`src/rtl/spi_ifetch_pkg.sv`:
```
// Shared types and constants for the SPI instruction-fetch unit.
// Frame layout on the wire: 8-bit read command, flash byte address, 32 data bits.
package spi_ifetch_pkg;

    typedef enum logic [2:0] {
        StIdle,
        StCmd,
        StAddr,
        StData,
        StDone
    } state_e;

    localparam logic [7:0]  CMD_READ   = 8'h03;
    localparam logic [31:0] NOP        = 32'h00000013;
    localparam int unsigned CMD_BITS   = 8;
    localparam int unsigned DATA_BITS  = 32;
    localparam int unsigned FRAME_BITS = CMD_BITS + 24 + DATA_BITS;

    function automatic int unsigned frame_bits(input int unsigned addr_bits);
        return CMD_BITS + addr_bits + DATA_BITS;
    endfunction

    // Bytes arrive first-byte-first in the top byte of the shift register.
    function automatic logic [31:0] bswap32(input logic [31:0] w);
        return {w[7:0], w[15:8], w[23:16], w[31:24]};
    endfunction

endpackage

```
`src/rtl/spi_shift.sv`:
```
// SPI mode-0 serialiser: SCK divider, frame bit counter, MOSI and MISO shift registers.
// One frame is started by start_i and runs until its last bit or abort_i.
module spi_shift
    import spi_ifetch_pkg::*;
#(
    parameter int unsigned CLK_DIV   = 2,
    parameter int unsigned ADDR_BITS = 24,
    localparam int unsigned CntW     = $clog2(CMD_BITS + ADDR_BITS + DATA_BITS)
) (
    input  logic                 clk_i,
    input  logic                 rst_ni,
    input  logic                 start_i,
    input  logic                 abort_i,
    input  logic [ADDR_BITS-1:0] addr_i,
    input  logic                 miso_i,
    output logic                 sck_o,
    output logic                 mosi_o,
    output logic                 bit_end_o,
    output logic [CntW-1:0]      bit_cnt_o,
    output logic [DATA_BITS-1:0] rx_o
);

    localparam int unsigned FrameBits = frame_bits(ADDR_BITS);
    localparam int unsigned TxW       = CMD_BITS + ADDR_BITS;
    localparam int unsigned Half      = CLK_DIV / 2;
    localparam int unsigned PhW       = (CLK_DIV > 2) ? $clog2(CLK_DIV) : 1;

    logic [PhW-1:0]       ph_q, ph_d;
    logic [CntW-1:0]      cnt_q, cnt_d;
    logic                 active_q, active_d;
    logic [TxW-1:0]       tx_q, tx_d;
    logic [DATA_BITS-1:0] rx_q, rx_d;
    logic                 rise;
    logic                 bit_end;

    // First high cycle of the period is where MISO is captured.
    assign rise    = active_q && (ph_q == PhW'(Half));
    assign bit_end = active_q && (ph_q == PhW'(CLK_DIV - 1));

    always_comb begin
        ph_d     = ph_q;
        cnt_d    = cnt_q;
        active_d = active_q;
        tx_d     = tx_q;
        rx_d     = rx_q;
        if (abort_i) begin
            active_d = 1'b0;
            ph_d     = '0;
            cnt_d    = '0;
        end else if (start_i) begin
            active_d = 1'b1;
            ph_d     = '0;
            cnt_d    = '0;
            tx_d     = {CMD_READ, addr_i};
        end else if (active_q) begin
            if (rise) begin
                rx_d = {rx_q[DATA_BITS-2:0], miso_i};
            end
            if (bit_end) begin
                ph_d = '0;
                tx_d = {tx_q[TxW-2:0], 1'b0};
                if (cnt_q == CntW'(FrameBits - 1)) begin
                    active_d = 1'b0;
                    cnt_d    = '0;
                end else begin
                    cnt_d = cnt_q + 1'b1;
                end
            end else begin
                ph_d = ph_q + 1'b1;
            end
        end
    end

    always_ff @(posedge clk_i) begin
        if (!rst_ni) begin
            ph_q     <= '0;
            cnt_q    <= '0;
            active_q <= 1'b0;
            tx_q     <= '0;
            rx_q     <= '0;
        end else begin
            ph_q     <= ph_d;
            cnt_q    <= cnt_d;
            active_q <= active_d;
            tx_q     <= tx_d;
            rx_q     <= rx_d;
        end
    end

    // MOSI only moves on a period boundary, which is always a low SCK cycle.
    assign sck_o     = active_q && (ph_q >= PhW'(Half));
    assign mosi_o    = active_q && tx_q[TxW-1];
    assign bit_end_o = bit_end;
    assign bit_cnt_o = cnt_q;
    assign rx_o      = rx_q;

endmodule

```
`src/rtl/spi_ifetch.sv`:
```
// Instruction fetch from SPI NOR flash: fetch handshake, pipeline stall and frame sequencing.
// Each fetch issues a READ (0x03) frame and returns one little-endian 32-bit word.
module spi_ifetch
    import spi_ifetch_pkg::*;
#(
    parameter int unsigned CLK_DIV   = 2,
    parameter int unsigned ADDR_BITS = 24
) (
    input  logic        CLK,
    input  logic        reset,
    input  logic [31:0] PCF,
    input  logic        fetch_req,
    input  logic        flush,
    output logic [31:0] InstrF,
    output logic        instr_valid,
    output logic        StallF,
    output logic        spi_cs_n,
    output logic        spi_sck,
    output logic        spi_mosi,
    input  logic        spi_miso
);

    localparam int unsigned FrameBits = frame_bits(ADDR_BITS);
    localparam int unsigned CntW      = $clog2(FrameBits);

    state_e                 state_q, state_d;
    logic [31:0]            instr_q, instr_d;
    logic                   start;
    logic                   abort;
    logic                   bit_end;
    logic [CntW-1:0]        bit_cnt;
    logic [DATA_BITS-1:0]   rx;
    logic [31:0]            rx_word;
    logic [ADDR_BITS-1:0]   fetch_addr;

    assign fetch_addr = {PCF[ADDR_BITS-1:2], 2'b00};

    spi_shift #(
        .CLK_DIV   (CLK_DIV),
        .ADDR_BITS (ADDR_BITS)
    ) u_shift (
        .clk_i     (CLK),
        .rst_ni    (reset),
        .start_i   (start),
        .abort_i   (abort),
        .addr_i    (fetch_addr),
        .miso_i    (spi_miso),
        .sck_o     (spi_sck),
        .mosi_o    (spi_mosi),
        .bit_end_o (bit_end),
        .bit_cnt_o (bit_cnt),
        .rx_o      (rx)
    );

    always_comb begin
        state_d = state_q;
        start   = 1'b0;
        abort   = 1'b0;
        unique case (state_q)
            StIdle: begin
                if (fetch_req && !flush) begin
                    start   = 1'b1;
                    state_d = StCmd;
                end
            end
            StCmd: begin
                if (bit_end && bit_cnt == CntW'(CMD_BITS - 1)) begin
                    state_d = StAddr;
                end
            end
            StAddr: begin
                if (bit_end && bit_cnt == CntW'(CMD_BITS + ADDR_BITS - 1)) begin
                    state_d = StData;
                end
            end
            StData: begin
                if (bit_end && bit_cnt == CntW'(FrameBits - 1)) begin
                    state_d = StDone;
                end
            end
            StDone: begin
                state_d = StIdle;
            end
            default: begin
                state_d = StIdle;
            end
        endcase
        // A redirect abandons whatever is in flight, including the result cycle.
        if (flush && state_q != StIdle) begin
            state_d = StIdle;
            abort   = 1'b1;
        end
    end

    always_comb begin
        rx_word     = bswap32(rx);
        instr_valid = (state_q == StDone) && !flush;
        InstrF      = instr_valid ? rx_word : instr_q;
        instr_d     = InstrF;
        StallF      = fetch_req & ~instr_valid;
        spi_cs_n    = !((state_q == StCmd) || (state_q == StAddr) || (state_q == StData));
    end

    always_ff @(posedge CLK) begin
        if (!reset) begin
            state_q <= StIdle;
            instr_q <= NOP;
        end else begin
            state_q <= state_d;
            instr_q <= instr_d;
        end
    end

endmodule
```
`config.mk`:
```
export PLATFORM = sky130hd
export DESIGN_NAME = spi_ifetch
export DESIGN_NICKNAME = d
export VERILOG_FILES = /design/src/rtl/spi_ifetch_pkg.sv /design/src/rtl/spi_shift.sv /design/src/rtl/spi_ifetch.sv
export SDC_FILE = /design/constraint.sdc
export NUM_CORES = 1
export LEC_CHECK = 0
export ABC_AREA = 0
export CORE_MARGIN = 8
export CORE_UTILIZATION = 35
export CTS_CLUSTER_DIAMETER = 80
export DETAILED_ROUTE_END_ITERATION = 12
export HOLD_SLACK_MARGIN = 0.12
export SETUP_SLACK_MARGIN = 0.1
export SYNTH_ARGS = -nofsm -noshare
export SYNTH_HDL_FRONTEND = slang
export SYNTH_SLANG_ARGS = --single-unit
```
`constraint.sdc`:
```
create_clock -name CLK -period 2.46 [get_ports CLK]
set_input_delay 0.492 -clock CLK [delete_from_list [all_inputs] [get_ports CLK]]
set_output_delay 0.492 -clock CLK [all_outputs]
set_load 0.05 [all_outputs]
```
# After elaboration in Yosys (flattened, before gate mapping)
# Index checks and enable logic that the tools add are counted.
# word_totals
regBits	107
input_bits	37
word_cells	68
# classes
addsub	2
magnitude_cmp	1
n_eq_ne	11
muxes	18
bitwise	5
reduce_logical	24
# op_table
op	n
$mux W32	4
$mux W3	4
$pmux W3 S4	1
$logic_and A1 B1 Y1	9
$mux W1	8
$ne A2 B2 Y1 const B	4
$reduce_and A4 Y1	2
$add A6 B1 Y6 const B	1
$eq A3 B2 Y1 const B	2
$eq A6 B3 Y1 const B	1
$eq A6 B5 Y1 const B	1
$eq A6 B6 Y1 const B	1
$mux W6	1
$not A1 Y1	4
$reduce_bool A2 Y1	2
$reduce_or A2 Y1	2
$eq A3 B1 Y1 const B	1
$eq A3 B3 Y1 const B	1
$logic_not A3 Y1	1
$reduce_and A3 Y1	1
$reduce_bool A3 Y1	1
$reduce_or A3 Y1	1
$logic_not A1 Y1	2
$logic_or A1 B1 Y1	2
other kinds (4)	4

# Depth between registers and ports, before layout
# Gate-level depths: netlist of the first run.
# logic_depth
depth_word	6
mapped_depth	7
depth_no_buf	5

# Cells and area by module
# A second synthesis of the first run with hierarchy kept.
# unflattened
cells_unflattened	486
hier_area_um2	4749.6
# modules_own_cells
module	instances	cells_per_inst	area_per_inst_um2	seq_area_each_um2
spi_shift	1	354	3146.8	1441.4
spi_ifetch	1	132	1602.8	700.7

# Least setup slack after synthesis of the first run
# No wires, ideal clock.
# synth_path
path_type	register -> output
startpoint	register state_q[1]
endpoint	output port InstrF[24]
t_arrival_ps	1743
t_required_ps	1968
setup_slack_ps	225
path_stages_with_launch	5
cell_sequence	dfxtp_1 -> buf_2 -> nor4b_4 -> buf_6 -> mux2_1
# synth_via
elab_chain_cells	3
# synth_lines
item	line_no	rtl
start, declared	spi_ifetch.sv:26	state_e state_q, state_d;
start signal, assigned	spi_ifetch.sv:106	state_q <= StIdle;
start signal, assigned	spi_ifetch.sv:109	state_q <= state_d;
$eq A3 B3 Y1	spi_ifetch.sv:97	instr_valid = (state_q == StDone) && !flush;
$logic_and A1 B1 Y1	spi_ifetch.sv:97	
named net instr_valid	spi_ifetch.sv:15	output logic instr_valid,
$mux W32	spi_ifetch.sv:98	InstrF = instr_valid ? rx_word : instr_q;
end, declared	spi_ifetch.sv:14	output logic [31:0] InstrF,
# The timed path passes the listed nets, and every way through them passes these cells.

# Worst setup path in the final report of the first run
# layout_path
startpoint	input port flush
endpoint	output port InstrF[21]
# layout_via
elab_chain_cells	3
# layout_lines
item	line_no	rtl
start, declared	spi_ifetch.sv:13	input logic flush,
$logic_not A1 Y1	spi_ifetch.sv:97	
$logic_and A1 B1 Y1	spi_ifetch.sv:97	
$mux W32	spi_ifetch.sv:98	
# Every way passes these cells.

==> reports/metrics.cfg, run 1 <==
[outcome]
status=finished, final reports clean

[min_path]
hp-start=u_shift.tx_q[30]$_SDFFE_PN0P_
hold_class=reg -> reg

[synthesis]
main_synth_ff_type=dfxtp_1
synth_edf_count=0
synth.lib_cells_used.distinct=36
netlist_area_um2=4200
seq_area_frac_synth_pct=50.0
avgSynthCellArea_um2=8.83
synth_seq_cells=105
synthCells=476
synth_fp_nets=514
ys.warnings.count=0
postSynth.asyncResetShare_pct=0

[worst_setup_path]
critical_path_arrival_ps=1850
setup.worst_path.class=in -> out
peak_fanout_along_the_critical_path=7
crit_start=flush
r2r-start=state_q[1]$_SDFFE_PP0P_
timing.critical_path.required_ps=1970
worst_path_max_delay_cell=mux2_4
critical-path-max-stage-delay_ps=320
startpoint_type=primary input
kind_of_end_point_of_the_critical_path=output port
crit_chain=clkdlybuf4s15_2, nor4b_4, buf_6, buf_4, buf_12, mux2_4, buf_8

[drt]
detail_route.drc_violations=0
drt_first_pass_iters=4
wl_per_cell_um=13.3
detail-route-antenna-nets=0
avgViaCountPerCell=4.96
drt-initial-drc-count=254
route.final.wire_length_um=9140
routed-via-count=3400

[global_routing]
gr-total-overflow=0
initial_antenna_violation_count=1
grt_pass1_wl_um=15300
grt_max_degree=66
first_global_vias=3284
grt_use_total_pct=11.6

[timing]
setup_viol=0
worst_pin_slew_ps=537
grt_setup_unrepaired=yes
maxSlewHeadroom_pct=64.2
fmax_mhz=427
fin_worst_skew_ps=8.18
finalCriticalPeriod_ps=2340
final-max-slew-violation-count=0
final.period_utilization_pct=95.3
hold_ws_ps=457
final-hold-violation-count=0

[cts]
clock_tree.buffer_depth=2
clk_slew_on_worst_s_h_paths_ps=70
clock_tree.htree_level_count=3
cts_tree=yes
source_to_sink_clock_delay_at_the_later_pin_of_the_worst_skew_pair_ps=340
cts_made_buffers=9
tritoncts_num_sinks=105
root_cell_of_the_clock_tree=clkbuf_16

[power_and_ir_drop]
p_leak_nw=2.06
power_per_cell_area_nw_per_um2=586
p_total_w=0.00329
worst_ir_drop_on_vdd_uv=313

[floorplan]
floorplan.rows=40
boundaryPins=74
floorplan.initialDensity_pct=35.4
core-area_um2=11900
die_area_um2=15800
die_width_um=126
fp.dieH_um=126

[layout]
finish.net_count=571
design_area_um2=5620
flow.area_growth_from_synthesis_pct=33.7
layout.cells.most_common=nand2_1
layout.cells.most_common_list=106 x nand2_1, 102 x dfxtp_1, 53 x o21ai_0
post_route_cells_drive_above_1_share_pct=21.0
insertedDiodeCount=0

[flow_run]
cap_violations=0

[placed_design]
placed_area_um2=4830
gpl.final_weighted_congestion=0.792
detailedPlacementHpwl_um=5610
placement.io_buffers=63

per-layer routing:
metal	wire, µm	track usage [%]	vias up
met5	13	0	-
met4	142	4.66	2
met3	557	4.84	14
met2	4240	18.4	67
met1	4190	13.6	1576
li1	-	-	1741
cell usage after synthesis, types with 3 or more instances:
cell / number / area, µm²
or2_2: 3 / 18.8
a21oi_1: 12 / 60.1
a31oi_1: 23 / 144
nor4_1: 3 / 18.8
nor2b_1: 3 / 18.8
mux2_1: 4 / 45.0
buf_6: 7 / 78.8
nand3_1: 35 / 175
dfxtp_1: 105 / 2100
nand4_1: 3 / 18.8
o21ai_0: 53 / 265
clkbuf_1: 22 / 82.6
nand2_1: 106 / 398
and2_1: 30 / 188
buf_2: 4 / 20.0
clkbuf_2: 4 / 20.0
nor2_1: 7 / 26.3
mux2_2: 28 / 315
cell families after synthesis:
kind of cell,synth area share [%]
mux,8.57
simple gates,22.1
xor+xnor,0.834
buf+inv,4.97
fa+ha+maj,0.298
flops,50.0
compound gates,13.2
critical path: cells and delay by family:
kind / cells / cell delay (ps)
and+or+nand+nor: 1 / 260
muxes: 1 / 320
buffers and inverters: 5 / 770
power breakdown:
part,internal (W),switching [W]
combinational,0.0000780,0.000100
clock,0.000741,0.000622
sequential,0.00173,0.0000217
total,0.00255,0.000744
worst paths after layout:
kind                                   end  slack (ps)  cells after the start
max reg2reg   u_shift.tx_q[5]$_SDFFE_PN0P_         570                      7
min reg2reg  u_shift.tx_q[30]$_SDFFE_PN0P_         460                      2
max                             InstrF[21]         120                      7
min          u_shift.tx_q[30]$_SDFFE_PN0P_         460                      2
metrics by stage:
stage	instances	utilization, %	setup WS [ps]	TNS [ps]
after floorplan	476	-	225	0
after global placement	658	40.7	-136	-3480
after detailed placement	658	40.7	-142	-3840
after CTS	683	46.3	22.6	0
after global routing	685	47.4	32.8	0
final	685	47.4	117	0
repair_timing:
action / CTS / global route
setup buffers: 6 / 2
setup endpoints to repair: 33 / 33
gates resized for setup: 79 / 29
hold buffers: 0 / 0
gates cloned: 3 / 0
pin swaps: 1 / 1
sequential cells by signal, summed over array words and instances, names as in the netlist:
name and cells:
instr_q 32, u_shift.ph_q 1, state_q 3, u_shift.bit_cnt_o 6, u_shift.tx_q 30, u_shift.active_q 1, u_shift.rx_o 32
layout make-up:
| type | count | area [µm²] |
|---|---|---|
| fillers | 1110 | 6240 |
| flip-flops and latches | 105 | 2110 |
| multi-input cells | 332 | 2010 |
| repair buffers | 83 | 1020 |
| clock buffers | 12 | 256 |
| well taps | 147 | 184 |
| clock inverters | 4 | 27.5 |
| inverters | 2 | 7.51 |
(Power assumes the default switching activity.)
==> run 2: changes to the inputs <==
--- a/config.mk
+++ b/config.mk
@@ -6,11 +6,13 @@
 export NUM_CORES = 1
 export LEC_CHECK = 0
 export ABC_AREA = 0
+export ABC_CLOCK_PERIOD_IN_PS = 2460
 export CORE_MARGIN = 8
-export CORE_UTILIZATION = 35
+export CORE_UTILIZATION = 52
 export CTS_CLUSTER_DIAMETER = 80
 export DETAILED_ROUTE_END_ITERATION = 12
 export HOLD_SLACK_MARGIN = 0.12
+export PLACE_DENSITY = 0.79
 export SETUP_SLACK_MARGIN = 0.1
 export SYNTH_ARGS = -nofsm -noshare
 export SYNTH_HDL_FRONTEND = slang
==> reports/metrics.cfg, run 2 (synthesis gave the netlist of run 1 again) <==
[worst_setup_path]
worstReg2RegEnd=u_shift.tx_q[7]$_SDFFE_PN0P_
timing.critical_path.required_ps=1970
worst-path-buf-inv=4
peak_fanout_along_the_critical_path=8
critical_path_arrival_ps=1890
crit_chain=nor4b_4, buf_4, buf_12, buf_16, mux2_4, buf_8
setup.worst_path.class=reg -> out
kind_of_end_point_of_the_critical_path=output port
setup.reg_to_reg.worst_slack_ps=700
worst_r2r_path_depth=6
cp_top_family=buffers and inverters
worst_path_max_delay_cell=dfxtp_4
r2r-start=state_q[0]$_SDFFE_PP0P_
startpoint_type=flop
critical-path-max-stage-delay_ps=360

[cts]
cts_tree=yes
clock_tree.htree_level_count=3
root_cell_of_the_clock_tree=clkbuf_8
tritoncts_num_sinks=105
clk_slew_on_worst_s_h_paths_ps=100
clock_tree.buffer_depth=2
cts_made_buffers=9
source_to_sink_clock_delay_at_the_later_pin_of_the_worst_skew_pair_ps=360

[drt]
drt-initial-drc-count=166
avgViaCountPerCell=5.38
wl_per_cell_um=14.8
routed-via-count=3461
detail-route-antenna-nets=0
drt_first_pass_iters=4
route.final.wire_length_um=9550
detail_route.drc_violations=0

[floorplan]
core-area_um2=7770
floorplan.rows=32
boundaryPins=74
die_area_um2=11200
floorplan.initialDensity_pct=54.1
die_width_um=106
fp.dieH_um=106

[min_path]
hp-start=u_shift.tx_q[29]$_SDFFE_PN0P_
hold-path-endpoint=u_shift.tx_q[30]$_SDFFE_PN0P_
holdPathStages=2
hold_class=reg -> reg

[timing]
worst_pin_slew_ps=495
setup_viol=0
fmax_mhz=419
final.period_utilization_pct=97.0
fin_worst_skew_ps=12.6
final-max-slew-violation-count=0
finalCriticalPeriod_ps=2390
final-hold-violation-count=0
grt_setup_unrepaired=yes
maxSlewHeadroom_pct=66.9

[global_routing]
grt_use_total_pct=16.6
grt_pass1_wl_um=15600
initial_antenna_violation_count=0
grt_max_degree=71
gr-total-overflow=0
first_global_vias=3251

[placed_design]
detailedPlacementHpwl_um=5750
dp_cells=612
gpl.final_weighted_congestion=0.827
placement.io_buffers=63

[layout]
multi_input_comb_area_um2=2010
finish.net_count=574
insertedDiodeCount=0
layout.cells.most_common_list=106 x nand2_1, 102 x dfxtp_1, 53 x o21ai_0
flow.area_growth_from_synthesis_pct=32.4
finalCoreUtilization_pct=71.6
stdcell_count=643
sequential_cell_area_in_the_final_layout_um2=2110
post_route_cells_drive_above_1_share_pct=21.4
layout.cells.most_common=nand2_1
final.fill_count=568

[power_and_ir_drop]
power_per_cell_area_nw_per_um2=543
worst_ir_drop_on_vdd_uv=304
p_leak_nw=2.07

[flow_run]
cap_violations=0

[outcome]
status=finished, final reports clean

-- run 2: cell count changes in the layout (fill, tap and decap cells not counted), moves of 2 or more --
cell / delta
clkinvlp_4: -3
buf_6: -7
clkbuf_16: -8
buf_8: +5
clkinv_4: +2
inv_6: +4
buf_12: +3
clkbuf_8: +7
-- run 2: layer usage --
metal  up-vias  routed length (µm)  global-route usage (%)
met1      1618                4190                    20.1
met2        82                4710                    27.4
met3        12                 485                    4.35
met4         0                 159                    6.73
met5         -                   0                       0
li1       1749                   -                       -
-- run 2: final cells by class --
type                    instances  area share (%)
well taps                     102            2.29
repair buffers                 86            19.7
clock inverters                 7            1.48
flip-flops and latches        105            38.0
multi-input cells             332            36.2
inverters                       2           0.135
clock buffers                   9            2.23
-- run 2: worst max path at each step --
stage / startpoint / to / cells past startpoint
final: state_q[1]$_SDFFE_PP0P_ / InstrF[16] / 6
after global routing: state_q[1]$_SDFFE_PP0P_ / InstrF[8] / 6
after CTS: state_q[1]$_SDFFE_PP0P_ / InstrF[25] / 6
after detailed placement: flush / InstrF[25] / 5
after global placement: flush / InstrF[24] / 5
after floorplan: state_q[1]$_SDFFE_PP0P_ / InstrF[24] / 4
-- run 2: through the flow --
step	power (W)	area, µm²	setup TNS, ps	worst slack [ps]	hold slack, ps
6_report	0.00302	5560	0	73.4	458
4_1_cts	0.00305	5380	0	78.5	450
5_1_grt	0.00315	5560	-9.54	-5.93	475
3_3_place_gp	0.00197	4780	-4770	-172	442
3_5_place_dp	0.00197	4780	-4750	-165	448
2_1_floorplan	0.00190	4200	0	225	432
-- run 2: worst register-to-register path: stages, from the launching register on --
cell,delay (ps)
dfxtp_4,370
buf_4,150
nor3_1,380
nand2_1,140
buf_4,290
o21ai_0,250
a31oi_1,60
-- run 2: what timing repair did --
item | in CTS | in global routing
buffers inserted | 6 | 5
hold buffers | 0 | 0
setup endpoints to repair | 33 | 32
pin swaps | 1 | 0
cloned | 3 | 1
resized for setup | 81 | 32
-- run 2: power breakdown --
part | internal (W) | switching (W) | total (W)
Combinational | 0.0000798 | 0.000105 | 0.000185
Clock | 0.000489 | 0.000599 | 0.00109
Sequential | 0.00173 | 0.0000203 | 0.00175
Total | 0.00230 | 0.000724 | 0.00302
==> run 3: changes to the inputs <==
--- a/config.mk
+++ b/config.mk
@@ -13,7 +13,8 @@
 export DETAILED_ROUTE_END_ITERATION = 12
 export HOLD_SLACK_MARGIN = 0.12
 export PLACE_DENSITY = 0.79
-export SETUP_SLACK_MARGIN = 0.1
+export SETUP_SLACK_MARGIN = 0.4
+export SLEW_MARGIN = 20
 export SYNTH_ARGS = -nofsm -noshare
 export SYNTH_HDL_FRONTEND = slang
 export SYNTH_SLANG_ARGS = --single-unit
==> reports/metrics.cfg, run 3 (synthesis gave the netlist of run 1 again) <==
[cts]
cts_made_buffers=9
clk_slew_on_worst_s_h_paths_ps=90
post_cts_hold_buffers=0
root_cell_of_the_clock_tree=clkbuf_8
clock_tree.htree_level_count=3
cts_tree=yes
clock_tree.buffer_depth=2
tritoncts_num_sinks=105
source_to_sink_clock_delay_at_the_later_pin_of_the_worst_skew_pair_ps=360

[timing]
fmax_mhz=412
final-hold-violation-count=0
final.period_utilization_pct=98.8
fin_worst_skew_ps=7.41
setup-tns-final_ps=0
worst_pin_slew_ps=495
setup_viol=0
grt_setup_unrepaired=yes
maxSlewHeadroom_pct=67.0
final-max-slew-violation-count=0
finalCriticalPeriod_ps=2430

[worst_setup_path]
setup.worst_path.class=in -> out
startpoint_type=primary input
peak_fanout_along_the_critical_path=8
timing.critical_path.required_ps=1970
kind_of_end_point_of_the_critical_path=output port
critical_path_arrival_ps=1940

[drt]
wl_per_cell_um=14.4
route.final.wire_length_um=9320
detail_route.drc_violations=0
detail-route-antenna-nets=0
drt_first_pass_iters=5
routed-via-count=3464
avgViaCountPerCell=5.35
drt-initial-drc-count=103

[layout]
multi_input_comb_area_um2=2020
stdcell_count=647
layout.cells.most_common_list=106 x nand2_1, 102 x dfxtp_1, 53 x o21ai_0
post_route_cells_drive_above_1_share_pct=22.4
design_area_um2=5640
layout.cells.most_common=nand2_1
sequential_cell_area_in_the_final_layout_um2=2110
insertedDiodeCount=0
final.fill_count=565
flow.area_growth_from_synthesis_pct=34.2
finish.net_count=578

[floorplan]
floorplan.initialDensity_pct=54.1
die_area_um2=11200
core-area_um2=7770
boundaryPins=74
die_width_um=106
floorplan.rows=32
fp.dieH_um=106

[power_and_ir_drop]
power_per_cell_area_nw_per_um2=541
power.internal_w=0.00237
seq_power_share_pct=57.3
p_switching_w=0.000683
share_clk_of_total_power_pct=36.3
comb_power_share_pct=6.4
p_leak_nw=2.10
power.share.switching_pct=22.4
worst_ir_drop_on_vdd_uv=477

[global_routing]
grt_busiest_layer=met2
gr-total-overflow=0
global_route_met1_usage_pct=20.1
first_global_vias=3232
grt_pass1_wl_um=15700
grt_max_degree=65
groute.layer.met2.usage_pct=28.2
grt_use_total_pct=16.8
met3_usage_pct=6.16
initial_antenna_violation_count=0

[placed_design]
detailedPlacementHpwl_um=5680
placement.io_buffers=63
placed_area_um2=4960
gpl.final_weighted_congestion=0.788
dp_cells=615

[flow_run]
cap_violations=0

[outcome]
status=finished, final reports clean

[min_path]
hold_class=reg -> reg

[run 3: path summary, 6_finish.rpt]
check | endpoint | cells past startpoint | slack, ps | startpoint
setup reg to reg | u_shift.rx_o[12]$_SDFFE_PN0P_ | 8 | 540 | state_q[0]$_SDFFE_PP0P_
setup / recovery | InstrF[24] | 7 | 30 | flush
hold reg to reg | u_shift.tx_q[26]$_SDFFE_PN0P_ | 2 | 460 | u_shift.tx_q[25]$_SDFFE_PN0P_
hold / removal | u_shift.tx_q[26]$_SDFFE_PN0P_ | 2 | 460 | u_shift.tx_q[25]$_SDFFE_PN0P_
[run 3: timing repair]
item	CTS	global route
gates cloned	3	1
pin swaps	1	1
setup buffers	10	2
setup endpoints to repair	36	46
gates resized for setup	55	30
[run 3: worst max-delay path, stage by stage]
cell	delay (ps)
dlygate4sd2_1	280
nor4b_4	250
buf_4	160
buf_6	110
clkbuf_16	160
mux2_4	330
buf_12	150
[run 3: layout make-up]
class	instances	area share, %
Clock inverter	4	0.887
Clock buffer	12	2.93
Timing Repair Buffer	90	20.5
Sequential cell	105	37.5
Inverter	2	0.133
Multi-Input combinational cell	332	35.8
Tap cell	102	2.26
[run 3: layer usage]
metal  part of all wire (%)  vias to the layer above
met2                     49                       73
met4                   0.86                        0
met5                      0                        -
met1                     46                     1632
li1                       -                     1751
met3                    4.8                        8
[run 3: metrics by stage]
stage          hold slack [ps]  setup slack [ps]  total power [W]  util (%)
2_1_floorplan              432               331          0.00190         -
4_1_cts                    456              45.5          0.00308      70.8
3_5_place_dp               443              -235          0.00197      63.9
5_1_grt                    486             -19.4          0.00318      72.6
3_3_place_gp               438              -195          0.00197      63.9
6_report                   455              30.1          0.00305      72.6
[run 3: power groups by stage]
stage / sequential, W / combinational (W) / clock [W]
finish: 0.00175 / 0.000194 / 0.00111
detailed placement: 0.00179 / 0.000179 / 0
floorplan: 0.00179 / 0.000116 / 0
CTS: 0.00175 / 0.000189 / 0.00114
global route: 0.00176 / 0.000214 / 0.00121
global placement: 0.00179 / 0.000175 / 0
